## src/rtl/fft_pkg.sv

```systemverilog
// Shared constants and helpers for the radix-2 FFT stage: twiddle derivation
// from a quarter-wave cosine table (N up to 64) and two's-complement saturation.
package fft_pkg;

  // Fractional bits of the internal cosine table
  localparam int TW_TAB_BITS = 30;

  function automatic int tw_frac(input int width);
    return width - 2;
  endfunction

  // cos(2*pi*m/64) scaled by 2^30, m = 0..16
  function automatic longint cos64(input int m);
    case (m)
      0:  return 64'sd1073741824;
      1:  return 64'sd1068571464;
      2:  return 64'sd1053110176;
      3:  return 64'sd1027506862;
      4:  return 64'sd992008094;
      5:  return 64'sd946955747;
      6:  return 64'sd892783698;
      7:  return 64'sd830013654;
      8:  return 64'sd759250125;
      9:  return 64'sd681174602;
      10: return 64'sd596538995;
      11: return 64'sd506158392;
      12: return 64'sd410903207;
      13: return 64'sd311690799;
      14: return 64'sd209476638;
      15: return 64'sd105245103;
      default: return 64'sd0;
    endcase
  endfunction

  // Real part of W = exp(-j*2*pi*k/n), k < n/2, rounded to frac bits
  function automatic int tw_cos(input int k, input int n, input int frac);
    int     m;
    longint c;
    m = (k * 64) / n;
    c = (m <= 16) ? cos64(m) : -cos64(32 - m);
    return int'((c + (64'sd1 <<< (TW_TAB_BITS - frac - 1))) >>> (TW_TAB_BITS - frac));
  endfunction

  // sin(2*pi*k/n); the twiddle imaginary part is its negation
  function automatic int tw_sin(input int k, input int n, input int frac);
    int     m;
    longint s;
    m = (k * 64) / n;
    s = (m <= 16) ? cos64(16 - m) : cos64(m - 16);
    return int'((s + (64'sd1 <<< (TW_TAB_BITS - frac - 1))) >>> (TW_TAB_BITS - frac));
  endfunction

  function automatic longint sat_val(input longint x, input int w);
    longint hi;
    longint lo;
    hi = (64'sd1 <<< (w - 1)) - 64'sd1;
    lo = -hi - 64'sd1;
    if (x > hi) return hi;
    if (x < lo) return lo;
    return x;
  endfunction

  function automatic logic sat_hit(input longint x, input int w);
    return sat_val(x, w) != x;
  endfunction

endpackage

```

## src/rtl/fft_bfly.sv

```systemverilog
// One radix-2 DIT butterfly: twiddle multiply on the b input (pre-register half)
// and add/sub, shift, saturate on registered operands. Rounding: FFT_STAGE_ROUND_EN.
module fft_bfly
  import fft_pkg::*;
#(
  parameter int WIDTH   = 16,
  parameter int TW_RE   = 0,
  parameter int TW_IM   = 0,
  parameter int TW_FRAC = 14,
  parameter int SH      = 1
) (
  input  logic signed [WIDTH-1:0] b_re,
  input  logic signed [WIDTH-1:0] b_im,
  output logic signed [WIDTH:0]   wb_re,
  output logic signed [WIDTH:0]   wb_im,
  input  logic signed [WIDTH-1:0] a_re,
  input  logic signed [WIDTH-1:0] a_im,
  input  logic signed [WIDTH:0]   pwb_re,
  input  logic signed [WIDTH:0]   pwb_im,
  output logic signed [WIDTH-1:0] y0_re,
  output logic signed [WIDTH-1:0] y0_im,
  output logic signed [WIDTH-1:0] y1_re,
  output logic signed [WIDTH-1:0] y1_im,
  output logic                    sat
);

  localparam int PW = 2 * WIDTH + 2;
  localparam int SW = WIDTH + 2;

  localparam logic signed [PW-1:0] WR = PW'(TW_RE);
  localparam logic signed [PW-1:0] WI = PW'(TW_IM);

`ifdef FFT_STAGE_ROUND_EN
  localparam logic signed [PW-1:0] P_RND = (PW'(1) <<< TW_FRAC) >>> 1;
  localparam logic signed [SW-1:0] S_RND = (SW'(1) <<< SH) >>> 1;
`else
  localparam logic signed [PW-1:0] P_RND = '0;
  localparam logic signed [SW-1:0] S_RND = '0;
`endif

  logic signed [PW-1:0] pr;
  logic signed [PW-1:0] pi;
  logic signed [SW-1:0] s0r;
  logic signed [SW-1:0] s0i;
  logic signed [SW-1:0] s1r;
  logic signed [SW-1:0] s1i;

  always_comb begin
    pr    = WR * PW'(b_re) - WI * PW'(b_im);
    pi    = WR * PW'(b_im) + WI * PW'(b_re);
    wb_re = (WIDTH+1)'((pr + P_RND) >>> TW_FRAC);
    wb_im = (WIDTH+1)'((pi + P_RND) >>> TW_FRAC);
  end

  // |W*b| < 2^WIDTH, so WIDTH+2 bits hold a +/- W*b without wrap
  always_comb begin
    s0r   = (SW'(a_re) + SW'(pwb_re) + S_RND) >>> SH;
    s0i   = (SW'(a_im) + SW'(pwb_im) + S_RND) >>> SH;
    s1r   = (SW'(a_re) - SW'(pwb_re) + S_RND) >>> SH;
    s1i   = (SW'(a_im) - SW'(pwb_im) + S_RND) >>> SH;
    y0_re = WIDTH'(sat_val(longint'(s0r), WIDTH));
    y0_im = WIDTH'(sat_val(longint'(s0i), WIDTH));
    y1_re = WIDTH'(sat_val(longint'(s1r), WIDTH));
    y1_im = WIDTH'(sat_val(longint'(s1i), WIDTH));
    sat   = sat_hit(longint'(s0r), WIDTH) | sat_hit(longint'(s0i), WIDTH) |
            sat_hit(longint'(s1r), WIDTH) | sat_hit(longint'(s1i), WIDTH);
  end

endmodule

```

## src/rtl/fft_r2_stage.sv

```systemverilog
// One radix-2 DIT FFT stage over a full N-point frame, two-register pipeline.
// Optional round-half-up on all shifts via FFT_STAGE_ROUND_EN.
module fft_r2_stage
  import fft_pkg::*;
#(
  parameter int WIDTH = 16,
  parameter int N     = 8,
  parameter int STAGE = 0,
  parameter int Q_IN  = 12,
  parameter int Q_OUT = 11
) (
  input  logic                 clk,
  input  logic                 rst,
  input  logic                 in_valid,
  output logic                 in_ready,
  input  logic [N*WIDTH-1:0]   in_re,
  input  logic [N*WIDTH-1:0]   in_im,
  output logic                 out_valid,
  input  logic                 out_ready,
  output logic [N*WIDTH-1:0]   out_re,
  output logic [N*WIDTH-1:0]   out_im,
  output logic                 ovf
);

  localparam int SPAN  = 1 << STAGE;
  localparam int NP    = N / 2;
  localparam int KSTEP = N / (2 * SPAN);
  localparam int TWF   = tw_frac(WIDTH);
  localparam int SH    = Q_IN - Q_OUT;

  // Lower index of butterfly pair p: insert a 0 at bit STAGE of p
  function automatic int lo_idx(input int p);
    return ((p >> STAGE) << (STAGE + 1)) | (p & (SPAN - 1));
  endfunction

  logic v1;
  logic v2;
  logic p1_load;
  logic p2_load;

  logic signed [WIDTH-1:0] a_re_q  [NP];
  logic signed [WIDTH-1:0] a_im_q  [NP];
  logic signed [WIDTH:0]   wb_re_q [NP];
  logic signed [WIDTH:0]   wb_im_q [NP];
  logic signed [WIDTH:0]   wb_re_c [NP];
  logic signed [WIDTH:0]   wb_im_c [NP];
  logic signed [WIDTH-1:0] y0_re   [NP];
  logic signed [WIDTH-1:0] y0_im   [NP];
  logic signed [WIDTH-1:0] y1_re   [NP];
  logic signed [WIDTH-1:0] y1_im   [NP];
  logic [NP-1:0]           sat_vec;

  // valid/ready: a frame moves across a boundary on a clock edge where the
  // sender's valid and the receiver's ready are both high; a sender holds
  // valid and data until that edge. Ready here looks through a draining P2.
  assign p2_load   = !v2 || out_ready;
  assign p1_load   = !v1 || p2_load;
  assign in_ready  = p1_load;
  assign out_valid = v2;

  for (genvar p = 0; p < NP; p++) begin : g_bfly
    localparam int LO = lo_idx(p);
    localparam int HI = LO + SPAN;
    localparam int K  = (p & (SPAN - 1)) * KSTEP;

    fft_bfly #(
      .WIDTH   (WIDTH),
      .TW_RE   (tw_cos(K, N, TWF)),
      .TW_IM   (-tw_sin(K, N, TWF)),
      .TW_FRAC (TWF),
      .SH      (SH)
    ) u_bfly (
      .b_re   (in_re[HI*WIDTH +: WIDTH]),
      .b_im   (in_im[HI*WIDTH +: WIDTH]),
      .wb_re  (wb_re_c[p]),
      .wb_im  (wb_im_c[p]),
      .a_re   (a_re_q[p]),
      .a_im   (a_im_q[p]),
      .pwb_re (wb_re_q[p]),
      .pwb_im (wb_im_q[p]),
      .y0_re  (y0_re[p]),
      .y0_im  (y0_im[p]),
      .y1_re  (y1_re[p]),
      .y1_im  (y1_im[p]),
      .sat    (sat_vec[p])
    );
  end

  always_ff @(posedge clk or posedge rst) begin
    if (rst) begin
      v1     <= 1'b0;
      v2     <= 1'b0;
      ovf    <= 1'b0;
      out_re <= '0;
      out_im <= '0;
      for (int p = 0; p < NP; p++) begin
        a_re_q[p]  <= '0;
        a_im_q[p]  <= '0;
        wb_re_q[p] <= '0;
        wb_im_q[p] <= '0;
      end
    end else begin
      if (p1_load) begin
        v1 <= in_valid;
        if (in_valid) begin
          for (int p = 0; p < NP; p++) begin
            a_re_q[p]  <= in_re[lo_idx(p)*WIDTH +: WIDTH];
            a_im_q[p]  <= in_im[lo_idx(p)*WIDTH +: WIDTH];
            wb_re_q[p] <= wb_re_c[p];
            wb_im_q[p] <= wb_im_c[p];
          end
        end
      end
      if (p2_load) begin
        v2 <= v1;
        if (v1) begin
          for (int p = 0; p < NP; p++) begin
            out_re[lo_idx(p)*WIDTH +: WIDTH]          <= y0_re[p];
            out_im[lo_idx(p)*WIDTH +: WIDTH]          <= y0_im[p];
            out_re[(lo_idx(p)+SPAN)*WIDTH +: WIDTH]   <= y1_re[p];
            out_im[(lo_idx(p)+SPAN)*WIDTH +: WIDTH]   <= y1_im[p];
          end
          ovf <= ovf | (|sat_vec);
        end
      end
    end
  end

endmodule

```

## config.mk

```make
export PLATFORM = sky130hd
export DESIGN_NAME = fft_r2_stage
export DESIGN_NICKNAME = d
export VERILOG_FILES = /design/src/rtl/fft_pkg.sv /design/src/rtl/fft_bfly.sv /design/src/rtl/fft_r2_stage.sv
export SDC_FILE = /design/constraint.sdc
export NUM_CORES = 1
export LEC_CHECK = 0
export CAP_MARGIN = 10
export CORE_ASPECT_RATIO = 0.6
export CORE_MARGIN = 2
export CORE_UTILIZATION = 35
export CTS_BUF_LIST = sky130_fd_sc_hd__clkbuf_4 sky130_fd_sc_hd__clkbuf_8 sky130_fd_sc_hd__clkbuf_16
export DETAILED_ROUTE_END_ITERATION = 10
export PLACE_DENSITY = 0.63
export SYNTH_ARGS = -nofsm -noshare
export SYNTH_HDL_FRONTEND = slang
export SYNTH_SLANG_ARGS = --single-unit
```

## constraint.sdc

```tcl
create_clock -name clk -period 22 [get_ports clk]
set_input_delay 2.2 -clock clk [delete_from_list [all_inputs] [get_ports clk]]
set_output_delay 2.2 -clock clk [all_outputs]
set_load 0.02 [all_outputs]
```

==> flow_summary.yaml, run 1 <==
power_and_ir_drop:
  power.switching_uw: 1810
  comb_power_share_pct: 46.9
  switching_share_pct: 39.9
  clock_power_share_pct: 20.6
  p_int_uw: 2720
  seqPwrFrac_pct: 32.5
  power_leakage_uw: 0.0167
  power_density_nw_per_um2: 120
  peakVddDrop_v: 0.0000928
synth:
  synthesis.area_um2: 30000
  syn_avg_cell_area_um2: 9.97
  async_flop_share_pct: 100
  postSynthCellCount: 3007
  yosys.area.top_type: "dfrtp_1"
  yosys_warnings: 0
  ys_top_cells_by_count: "515 x dfrtp_1, 328 x nand2_1, 258 x mux2_2, 240 x ha_1, 197 x o21ai_0"
  synth_top_area_share_pct: 43.0
  syn_nets: 3523
  yosys_register_bits: 515
  yosysMostFrequentCell: "dfrtp_1"
  synth.distinct_cells: 87
  synthTopCellsByArea: "dfrtp_1 43%, ha_1 10%, mux2_2 9.7%"
  yosysSeqAreaShare_pct: 43.0
  synth_edf_count: 0
  synth-main-ff-cell: "dfrtp_1"
worst_setup_path:
  r2r_cells: 8
  required_ps: 19800
  critPathCaptureType: "output port"
  arrival_ps: 3600
  critPathMaxFanout: 3
  timing.rr.end: "out_im[127]$_DFFE_PP0P_"
  rrSetupSlack_ps: 18220
  worst_setup_path_start_kind: "primary input"
  critPathLaunch: "out_ready"
  crit_type: "in2out"
  rr_startpoint: "out_valid$_DFFE_PP0P_"
outcome:
  outcome: "completed"
clock_tree:
  cts_buffer_depth: 3
  ctsHoldBuffers: 0
  post_cts_buffers: 0
  cts_sinks: 515
  cts-root-buf: "clkbuf_16"
  cts_tree: "yes"
  htree_num_levels: 2
  clk_pin_slew_ps: 70
  cts_resized: 0
  numCtsBuffers: 52
  clk_latency_ps: 620
drt:
  wire_per_inst_um: 18.3
  dr.pass1.iters: 5
  first_iter_violations: 1448
  wl_mm: 84.4
  postRouteAntennaNets: 0
  vias: 22900
  vias_per_cell: 4.97
  route.detailed.drc: 0
floorplan:
  dieHeight_um: 231
  rows: 83
  die_area_um2: 88100
  start_util_pct: 35.2
  fp.dieW_um: 382
  coreArea_um2: 85200
  ios: 519
run:
  cap_violations: 0
timing:
  fmax_ghz: 0.173
  relSlewSlack_pct: 31.3
  rsz0062_at_grt: "false"
  setup_viol: 0
  hold_viol_final: 0
  fin_skew_ps: 32.8
  period_minus_slack_ps: 5800
  slew_violations: 0
  finalCritPeriodShare_pct: 26.3
  setup_tns_ps: 0
  tightest_slew_ps: 1030
layout:
  nNetsFinal: 3940
  fin_util_pct: 44.4
  stdcell_area_um2: 37800
  area_growth_pct: 26.3
  layout-drive-gt1-share_pct: 11.8
global_route:
  grt_pass1_wl_mm: 132
  grt_pass1_vias: 22200
  antenna_found_initial: 5
  grt_max_degree: 159
  grtUsageTotal_pct: 18.8
  overflow: 0
worst_hold_path:
  hold_class: "reg2reg"
  min_from: "ovf$_DFFE_PP0P_"
  hold_end: "ovf$_DFFE_PP0P_"
  hold_depth: 0
placement:
  port_buffers: 518
  place_area_um2: 36100
  gp_congestion: 0.900
  dp.final_hpwl_mm: 64.0
[final cells by class]
cell class                 instances  area [um^2]
fill                            8137        47300
tap                             1147         1440
clock inverter                    26          251
antenna                            2         5.00
timing repair buffer             531         5310
clock buffer                      70         1520
inverter                         200          758
multi-input combinational       2124        15700
sequential                       515        12900
[power by group through the flow]
| stage | logic (uW) | clock network (uW) | registers [uW] |
|---|---|---|---|
| CTS | 2130 | 960 | 1470 |
| global route | 2310 | 998 | 1510 |
| floorplan | 1030 | 0 | 1690 |
| global placement | 2110 | 0 | 1480 |
| detailed placement | 2120 | 0 | 1490 |
| finish | 2130 | 931 | 1470 |
[critical path: stages]
cell and delay, ps:
clkdlybuf4s50_1 510, nand3b_1 220, clkdlybuf4s50_1 660
[worst max-delay path by stage]
stage | slack [ps] | endpoint
4_1_cts | 16170 | in_ready
2_1_floorplan | 5420 | a_im_q[0]$_DFFE_PP0P_
5_1_grt | 16140 | out_im[127]$_DFFE_PP0P_
6_report | 16200 | in_ready
3_5_place_dp | 15880 | out_im[127]$_DFFE_PP0P_
3_3_place_gp | 15910 | out_im[127]$_DFFE_PP0P_
[cell families after synthesis]
group	count (synthesis)	share of synthesized area, %
AOI/OAI and AO/OA	708	14.9
buffers and inverters	368	4.77
DFF	515	43.0
adders and majority gates	256	11.1
muxes	263	9.86
and+or+nand+nor	685	10.2
xor gates and xnor gates	212	6.20
[per-stage QoR]
stage	setup slack (ps)	power, uW	cells	hold WS (ps)
after floorplan	5420	2720	3007	472
after global placement	15910	3590	4517	369
after detailed placement	15880	3610	4517	372
after CTS	16170	4570	4613	387
after global routing	16140	4820	4614	403
final	16200	4530	4615	379
[routing by layer]
metal | share of wire (%) | track usage, % | vias to the layer above
met3 | 5.3 | 3.59 | 87
li1 | - | - | 11200
met1 | 52 | 29.6 | 11200
met2 | 41 | 26.9 | 489
met4 | 1.2 | 2.81 | 6
met5 | 0.049 | 0 | -
[sequential cells by signal, summed over array words and instances (netlist names)]
register   count
wb_re_q       64
a_im_q        64
v1             1
out_im       128
ovf            1
a_re_q        64
out_re       128
wb_im_q       64
out_valid      1
[placed cells by master, fill, tap and decap left out, drive strengths merged, types with 152 or more instances in the layout]
| cell | netlist | layout |
|---|---|---|
| clkdlybuf4s50 | 0 | 518 |
| dfrtp | 515 | 515 |
| nand2 | 328 | 328 |
| o21ai | 275 | 275 |
| mux2 | 258 | 258 |
| ha | 240 | 240 |
| inv | 199 | 201 |
| a21oi | 161 | 161 |
| xnor2 | 160 | 160 |
| nor2 | 152 | 152 |
(Power assumes the default switching activity.)
==> run 2, diff against run 1 <==
Settings changed: PLACE_DENSITY 0.63 to 0.65.
Clock period 22 ns to 5.3 ns, I/O delays scaled along.
==> flow_summary.yaml, run 2 (synthesized netlist as in run 1, its figures left out) <==
clock_tree:
  cts_tree: "yes"
  cts_buffer_depth: 3
  cts-root-buf: "clkbuf_16"
  ctsHoldBuffers: 0
  htree_num_levels: 2
  cts_resized: 0
  clk_latency_ps: 620
  clk_pin_slew_ps: 70
  post_cts_buffers: 0
  numCtsBuffers: 54
  cts_sinks: 515
drt:
  postRouteAntennaNets: 0
  dr.pass1.iters: 7
  vias: 23300
  wire_per_inst_um: 18.7
  wl_mm: 86.4
  first_iter_violations: 1761
  route.detailed.drc: 0
  vias_per_cell: 5.03
run:
  cap_violations: 0
outcome:
  outcome: "completed"
placement:
  gp_congestion: 0.889
  place_ws_ps: 2400
  port_buffers: 518
  dp.final_hpwl_mm: 66.0
timing:
  fin_skew_ps: 27.5
  tightest_slew_ps: 964
  setup_viol: 0
  fmax_ghz: 0.337
  finalCritPeriodShare_pct: 56.0
  setup_tns_ps: 0
  hold_ws_ps: 360
  rsz0062_at_grt: "false"
  hold_viol_final: 0
  relSlewSlack_pct: 35.7
  period_minus_slack_ps: 2970
  setup_ws_ps: 2330
  slew_violations: 0
worst_setup_path:
  path_delay_family: "compound AO/OA/AOI/OAI gates"
  arrival_ps: 3450
  rr_startpoint: "a_im_q[48]$_DFFE_PP0P_"
  required_ps: 5780
  worst_setup_path_start_kind: "flip-flop"
  slowest_delay_ps: 550
  crit_type: "reg2reg"
  rrSetupSlack_ps: 2330
  critPathMaxFanout: 4
  critPathCaptureType: "flip-flop"
  critPathLaunch: "a_im_q[48]$_DFFE_PP0P_"
  critPathSlowestCell: "a211oi_1"
  worst-path-stages: 10
  crit_end: "out_im[13]$_DFFE_PP0P_"
  crit_chain: "and2_1 -> fa_1 -> nor2b_1 -> o21ai_0 -> a31oi_1 -> a211oi_1 -> o21bai_1 -> a21oi_1 -> xnor2_1 -> o21ai_1"
  cp.buffers_inverters: 0
  r2r_cells: 10
  timing.rr.end: "out_im[13]$_DFFE_PP0P_"
floorplan:
  ios: 519
  dieHeight_um: 231
  die_area_um2: 88100
  coreArea_um2: 85200
  fp.dieW_um: 382
  rows: 83
  start_util_pct: 35.2
layout:
  mostFrequentLayoutCells: "518 x clkdlybuf4s50_1, 515 x dfrtp_1, 326 x nand2_1"
  reg_top3: "out_im (128), out_re (128)"
  layout-drive-gt1-share_pct: 12.2
  multi_input_area_um2: 15700
  nNetsFinal: 3955
  n_fill_cell: 8121
  final_common_cell: "clkdlybuf4s50_1"
  ff_latch_area_um2: 12900
  area_growth_pct: 27.5
worst_hold_path:
  hold_class: "in2async"
power_and_ir_drop:
  power_density_nw_per_um2: 502
  power_leakage_uw: 0.0168
  peakVddDrop_v: 0.000256
global_route:
  antenna_found_initial: 8
  grt_max_degree: 146
  overflow: 0
  grt_pass1_wl_mm: 135
  grt_pass1_vias: 22500
  grtUsageTotal_pct: 19.3
==> run 2: changes by cell type in the layout (fill, tap and decap cells not counted), moves of 2 or more <==
| cell | delta |
|---|---|
| buf_12 | +9 |
| clkinv_2 | -6 |
| buf_4 | +4 |
| bufinv_16 | +4 |
| clkbuf_8 | +4 |
| clkinvlp_4 | +3 |
| clkinv_4 | -2 |
==> run 2: where the power goes <==
part	internal (uW)	switching, uW	total [uW]
clock network	2450	1740	4190
logic	3990	4950	8950
registers	5150	901	6050
total	11600	7590	19200
==> run 2: area by class of cell <==
cell class,instances,share of cell area (%)
inverters,200,1.97
clock buffers,74,4.17
flip-flops and latches,515,33.7
clock inverters,25,0.904
multi-input cells,2124,41.0
diodes,3,0.0196
repair buffers,544,14.4
well taps,1147,3.76
==> run 2: through the flow <==
stage               std cells  total power, uW  util (%)  cell area [um^2]
floorplan                3007            11300         -             30000
global placement         4530            14900      42.6             36300
detailed placement       4530            15000      42.6             36300
CTS                      4629            19300      44.9             38200
global route             4631            20400      44.9             38200
finish                   4632            19200      44.9             38200
==> run 2: worst min-delay path by stage <==
stage | from | endpoint | slack (ps) | cells after the start
floorplan | v1$_DFFE_PP0N_ | out_valid$_DFFE_PP0P_ | 470 | 1
global placement | ovf$_DFFE_PP0P_ | ovf$_DFFE_PP0P_ | 370 | 0
detailed placement | ovf$_DFFE_PP0P_ | ovf$_DFFE_PP0P_ | 370 | 0
CTS | rst | out_re[98]$_DFFE_PP0P_ | 310 | 2
global route | rst | out_re[98]$_DFFE_PP0P_ | 360 | 2
finish | rst | a_re_q[11]$_DFFE_PP0P_ | 360 | 2
==> run 2: worst register-to-register path: cells and delay by family, from the launching register on <==
kind                       cells  cell delay [ps]
xor gates and xnor gates       1              160
and+or+nand+nor                2              340
DFF                            1              380
adders and majority gates      1              410
AOI/OAI and AO/OA              6             1570
==> run 2: routing by layer <==
| metal | track usage (%) | vias to the layer above | routed length [um] |
|---|---|---|---|
| li1 | - | 11200 | - |
| met1 | 29.5 | 11300 | 43400 |
| met2 | 27.6 | 651 | 35400 |
| met3 | 4.69 | 108 | 6150 |
| met4 | 3.25 | 10 | 1370 |
| met5 | 0 | - | 72 |
==> run 3, diff against run 2 <==
Settings changed: PLACE_DENSITY 0.65 to 0.63.
Clock period 5.3 ns to 2.9 ns, I/O delays scaled along.
==> flow_summary.yaml, run 3 (synthesized netlist as in run 1, its figures left out) <==
drt:
  vias: 23300
  wl_mm: 87.8
  dr.pass1.iters: 5
  postRouteAntennaNets: 0
  first_iter_violations: 1753
  vias_per_cell: 4.96
  wire_per_inst_um: 18.7
  route.detailed.drc: 0
global_route:
  grtUsageTotal_pct: 19.7
  overflow: 0
  antenna_found_initial: 10
  grt_max_degree: 89
  grt_pass1_vias: 22500
  grt_pass1_wl_mm: 137
layout:
  nNetsFinal: 4022
  reg_top3: "out_im (128), out_re (128)"
  fin_util_pct: 45.6
  layout-drive-gt1-share_pct: 14.0
  final_common_cell: "clkdlybuf4s50_1"
  area_growth_pct: 29.6
  multi_input_area_um2: 15700
  ff_latch_area_um2: 12900
  n_fill_cell: 8048
  mostFrequentLayoutCells: "518 x clkdlybuf4s50_1, 515 x dfrtp_1, 326 x nand2_1"
placement:
  port_buffers: 518
  gp_congestion: 0.917
  dp.final_hpwl_mm: 68.6
worst_setup_path:
  critPathCaptureType: "flip-flop"
  slowest_delay_ps: 400
  required_ps: 3390
  critPathMaxFanout: 7
  r2r_cells: 10
  worst_setup_path_start_kind: "flip-flop"
  crit_chain: "ha_1 -> buf_4 -> a21o_1 -> a31o_2 -> a31oi_1 -> o31ai_1 -> a221o_1 -> a21oi_1 -> xor2_1 -> o21ai_1"
  crit_type: "reg2reg"
  rrSetupSlack_ps: 90
  critPathSlowestCell: "dfrtp_1"
  rr_startpoint: "a_im_q[2]$_DFFE_PP0P_"
  timing.rr.end: "out_im[124]$_DFFE_PP0P_"
  arrival_ps: 3290
floorplan:
  fp.dieW_um: 382
  ios: 519
  dieHeight_um: 231
  start_util_pct: 35.2
  die_area_um2: 88100
  rows: 83
  coreArea_um2: 85200
worst_hold_path:
  min_from: "in_re[119]"
  hold_class: "in2reg"
  hold_end: "wb_re_q[7]$_DFFE_PP0P_"
  hold_depth: 2
timing:
  period_minus_slack_ps: 2810
  relSlewSlack_pct: 50.1
  tightest_slew_ps: 742
  finalCritPeriodShare_pct: 96.8
  hold_ws_ps: 295
  slew_violations: 0
  setup_viol: 0
  fin_skew_ps: 10.8
  hold_viol_final: 0
  fmax_ghz: 0.356
clock_tree:
  cts-root-buf: "clkbuf_16"
  numCtsBuffers: 55
  clk_latency_ps: 600
  cts_sinks: 515
  clk_pin_slew_ps: 60
  cts_buffer_depth: 3
  htree_num_levels: 2
  cts_tree: "yes"
power_and_ir_drop:
  power_density_nw_per_um2: 906
  peakVddDrop_v: 0.000566
  power_leakage_uw: 0.0172
outcome:
  outcome: "completed"
run:
  cap_violations: 0
==> run 3: layer usage <==
| metal | vias up | share of wire, % | routed length (um) | track usage (%) |
|---|---|---|---|---|
| met5 | - | 0.084 | 74 | 0 |
| met4 | 12 | 1.4 | 1260 | 3.26 |
| met3 | 102 | 5.8 | 5100 | 3.96 |
| met2 | 608 | 41 | 35700 | 27.5 |
| met1 | 11200 | 52 | 45600 | 31.1 |
| li1 | 11300 | - | - | - |
==> run 3: power by group <==
| group | internal, uW | switching [uW] |
|---|---|---|
| clock | 4400 | 3010 |
| combinational | 7570 | 9130 |
| sequential | 9420 | 1650 |
| total | 21400 | 13800 |
==> run 3: how the worst max path moves through the flow <==
stage / start / end / cells after the start
2_1_floorplan: rst / a_im_q[0]$_DFFE_PP0P_ / 1
3_3_place_gp: a_im_q[16]$_DFFE_PP0P_ / out_im[93]$_DFFE_PP0P_ / 10
3_5_place_dp: a_im_q[16]$_DFFE_PP0P_ / out_im[93]$_DFFE_PP0P_ / 10
4_1_cts: a_im_q[16]$_DFFE_PP0P_ / out_im[93]$_DFFE_PP0P_ / 10
5_1_grt: a_re_q[50]$_DFFE_PP0P_ / out_re[14]$_DFFE_PP0P_ / 10
6_report: a_im_q[2]$_DFFE_PP0P_ / out_im[124]$_DFFE_PP0P_ / 10
==> run 3: what timing repair did <==
action | 4_1_cts | 5_1_grt
setup buffers | 0 | 1
gates resized for setup | 0 | 11
hold buffers | 1 | 0
endpoints found under the hold margin | 7 | 0
endpoints found under the setup margin | 0 | 11
==> run 3: layout make-up <==
type / count / area share, %
Clock buffer: 76 / 4.16
Multi-Input combinational cell: 2124 / 40.5
Inverter: 200 / 1.94
Antenna cell: 4 / 0.0258
Timing Repair Buffer: 610 / 15.8
Tap cell: 1147 / 3.70
Clock inverter: 20 / 0.693
Sequential cell: 515 / 33.2
==> run 3: per-stage QoR <==
stage | instances | area [um^2] | TNS, ps | power [uW] | setup slack [ps]
after floorplan | 3007 | 30000 | -2257910 | 20600 | -4380
after global placement | 4594 | 36900 | 0 | 27600 | 181
after detailed placement | 4594 | 36900 | 0 | 27700 | 121
after CTS | 4691 | 38700 | 0 | 35400 | 95.0
after global routing | 4694 | 38800 | -6.36 | 37400 | -6.36
final | 4696 | 38800 | 0 | 35200 | 93.3
==> run 3: critical path, delay by kind of cell (launching register included) <==
family,cells,cell delay [ps]
fa+ha+maj,1,320
compound gates,7,1640
xor+xnor,1,170
flops,1,400
buf+inv,1,170
==> variant: new RTL, flow settings as in run 1 <==
Make the reset (`rst`) synchronous in one clocked block.
--- a/src/rtl/fft_r2_stage.sv
+++ b/src/rtl/fft_r2_stage.sv
@@ -86,7 +86,7 @@
     );
   end
 
-  always_ff @(posedge clk or posedge rst) begin
+  always_ff @(posedge clk) begin
     if (rst) begin
       v1     <= 1'b0;
       v2     <= 1'b0;
Function: not settled (the Yosys comparison gave no result); the edit may change what the design does.
==> variant against run 1 <==
Sequential share of layout area is 1.1 points lower. Die area increased by 4.0%. Synthesized area is 4.1% higher. Wire length up 15%. Worst setup slack got worse by 0.075 ns. Maximum frequency down 1.3%. Sequential cell count stayed put. Cell area rose by 3.3%.
Power is not compared: it rests on default switching activity, and its combinational part moved more than twofold at a synthesized area within 25%.
==> variant: results (changes against run 1) <==
| Metric | Value |
|---|---|
| Status | finished clean (unchanged) |
| Max FO, Critical Path | 5 (was 3) |
| Placer Congestion | 0.8880 (was 0.8996) |
| DRT Pass-1 Iters | 6 (was 5) |
| DR iter-0 viols | 1,892 (was 1,448) |
| Placed Cells incl. Taps | 4,948 (was 4,517) |
| WL met3 | 5797 microns (was 4492 microns) |
| Ys async rst share | 0% (was 100.0%) |
| Post-route cell area | 0.03909 sq mm (was 0.03783 sq mm) |
| Total GRT Usage | 20.42% (was 18.83%) |
| GR Util met3 | 3.745% (was 3.587%) |
| Metal2 WL | 41,290 microns (was 34,990 microns) |
| Largest net degree at the start of global routing | 96 (was 159) |
| Post-synthesis mux area share | 0.09626% (was 9.862%) |
| Met2 GRT Util | 30.43% (was 26.92%) |
| Vias/cell | 5.125 (was 4.971) |
| Final #Nets | 4,359 (was 3,940) |
| Vias in the first global route | 24,118 (was 22,162) |
| Synth area leaders | edfxtp_1 (25%), dfxtp_1 (17%), ha_1 (9.6%) (was dfrtp_1 (43%), ha_1 (10%), mux2_2 (9.7%)) |
| Worst path max stage delay | 0.56 ns (was 0.66 ns) |
| Synth Flop Type | dfxtp_1 (was dfrtp_1) |
| Dpl cell area | 0.03722 sq mm (was 0.03605 sq mm) |
| Syn_area_per_cell | 9.034 sq um (was 9.965 sq um) |
| WP data arrival | 3.67 ns (was 3.60 ns) |
| DP HPWL | 73,010 microns (was 63,980 microns) |
| Sequential fraction of the synthesis area | 41.26% (was 43.01%) |
| Total length of routed wires | 97,360 microns (was 84,440 microns) |
| EDFF count, synth | 256 (was 0) |
variant: layout make-up:
class / count / share of cell area [%]
antenna: 1 / 0.006402
clock buffer: 73 / 4.097
clock inverter: 29 / 0.6818
inverter: 229 / 2.199
multi-input combinational: 2505 / 42.71
sequential: 515 / 32.93
tap: 1161 / 3.716
timing repair buffer: 538 / 13.66
variant: worst paths after layout:
path           startpoint  slack [ns]  depth (start not counted)     endpoint
min reg2reg   out_im[121]        0.45                          2  out_im[121]
max reg2reg  a_re_q[3][2]       17.78                         12          ovf
min           out_im[121]        0.45                          2  out_im[121]
max             out_ready       16.13                          4     in_ready
variant: worst reg2reg max path: stages, from the launching register on:
cell	delay, ns
edfxtp_1	0.39
ha_1	0.43
nand2_1	0.08
o21ai_0	0.45
a21oi_1	0.23
a211oi_1	0.52
nand2_1	0.16
a31oi_2	0.59
xor2_1	0.37
nand3_1	0.24
nor4_1	0.37
buf_4	0.20
a31oi_1	0.07
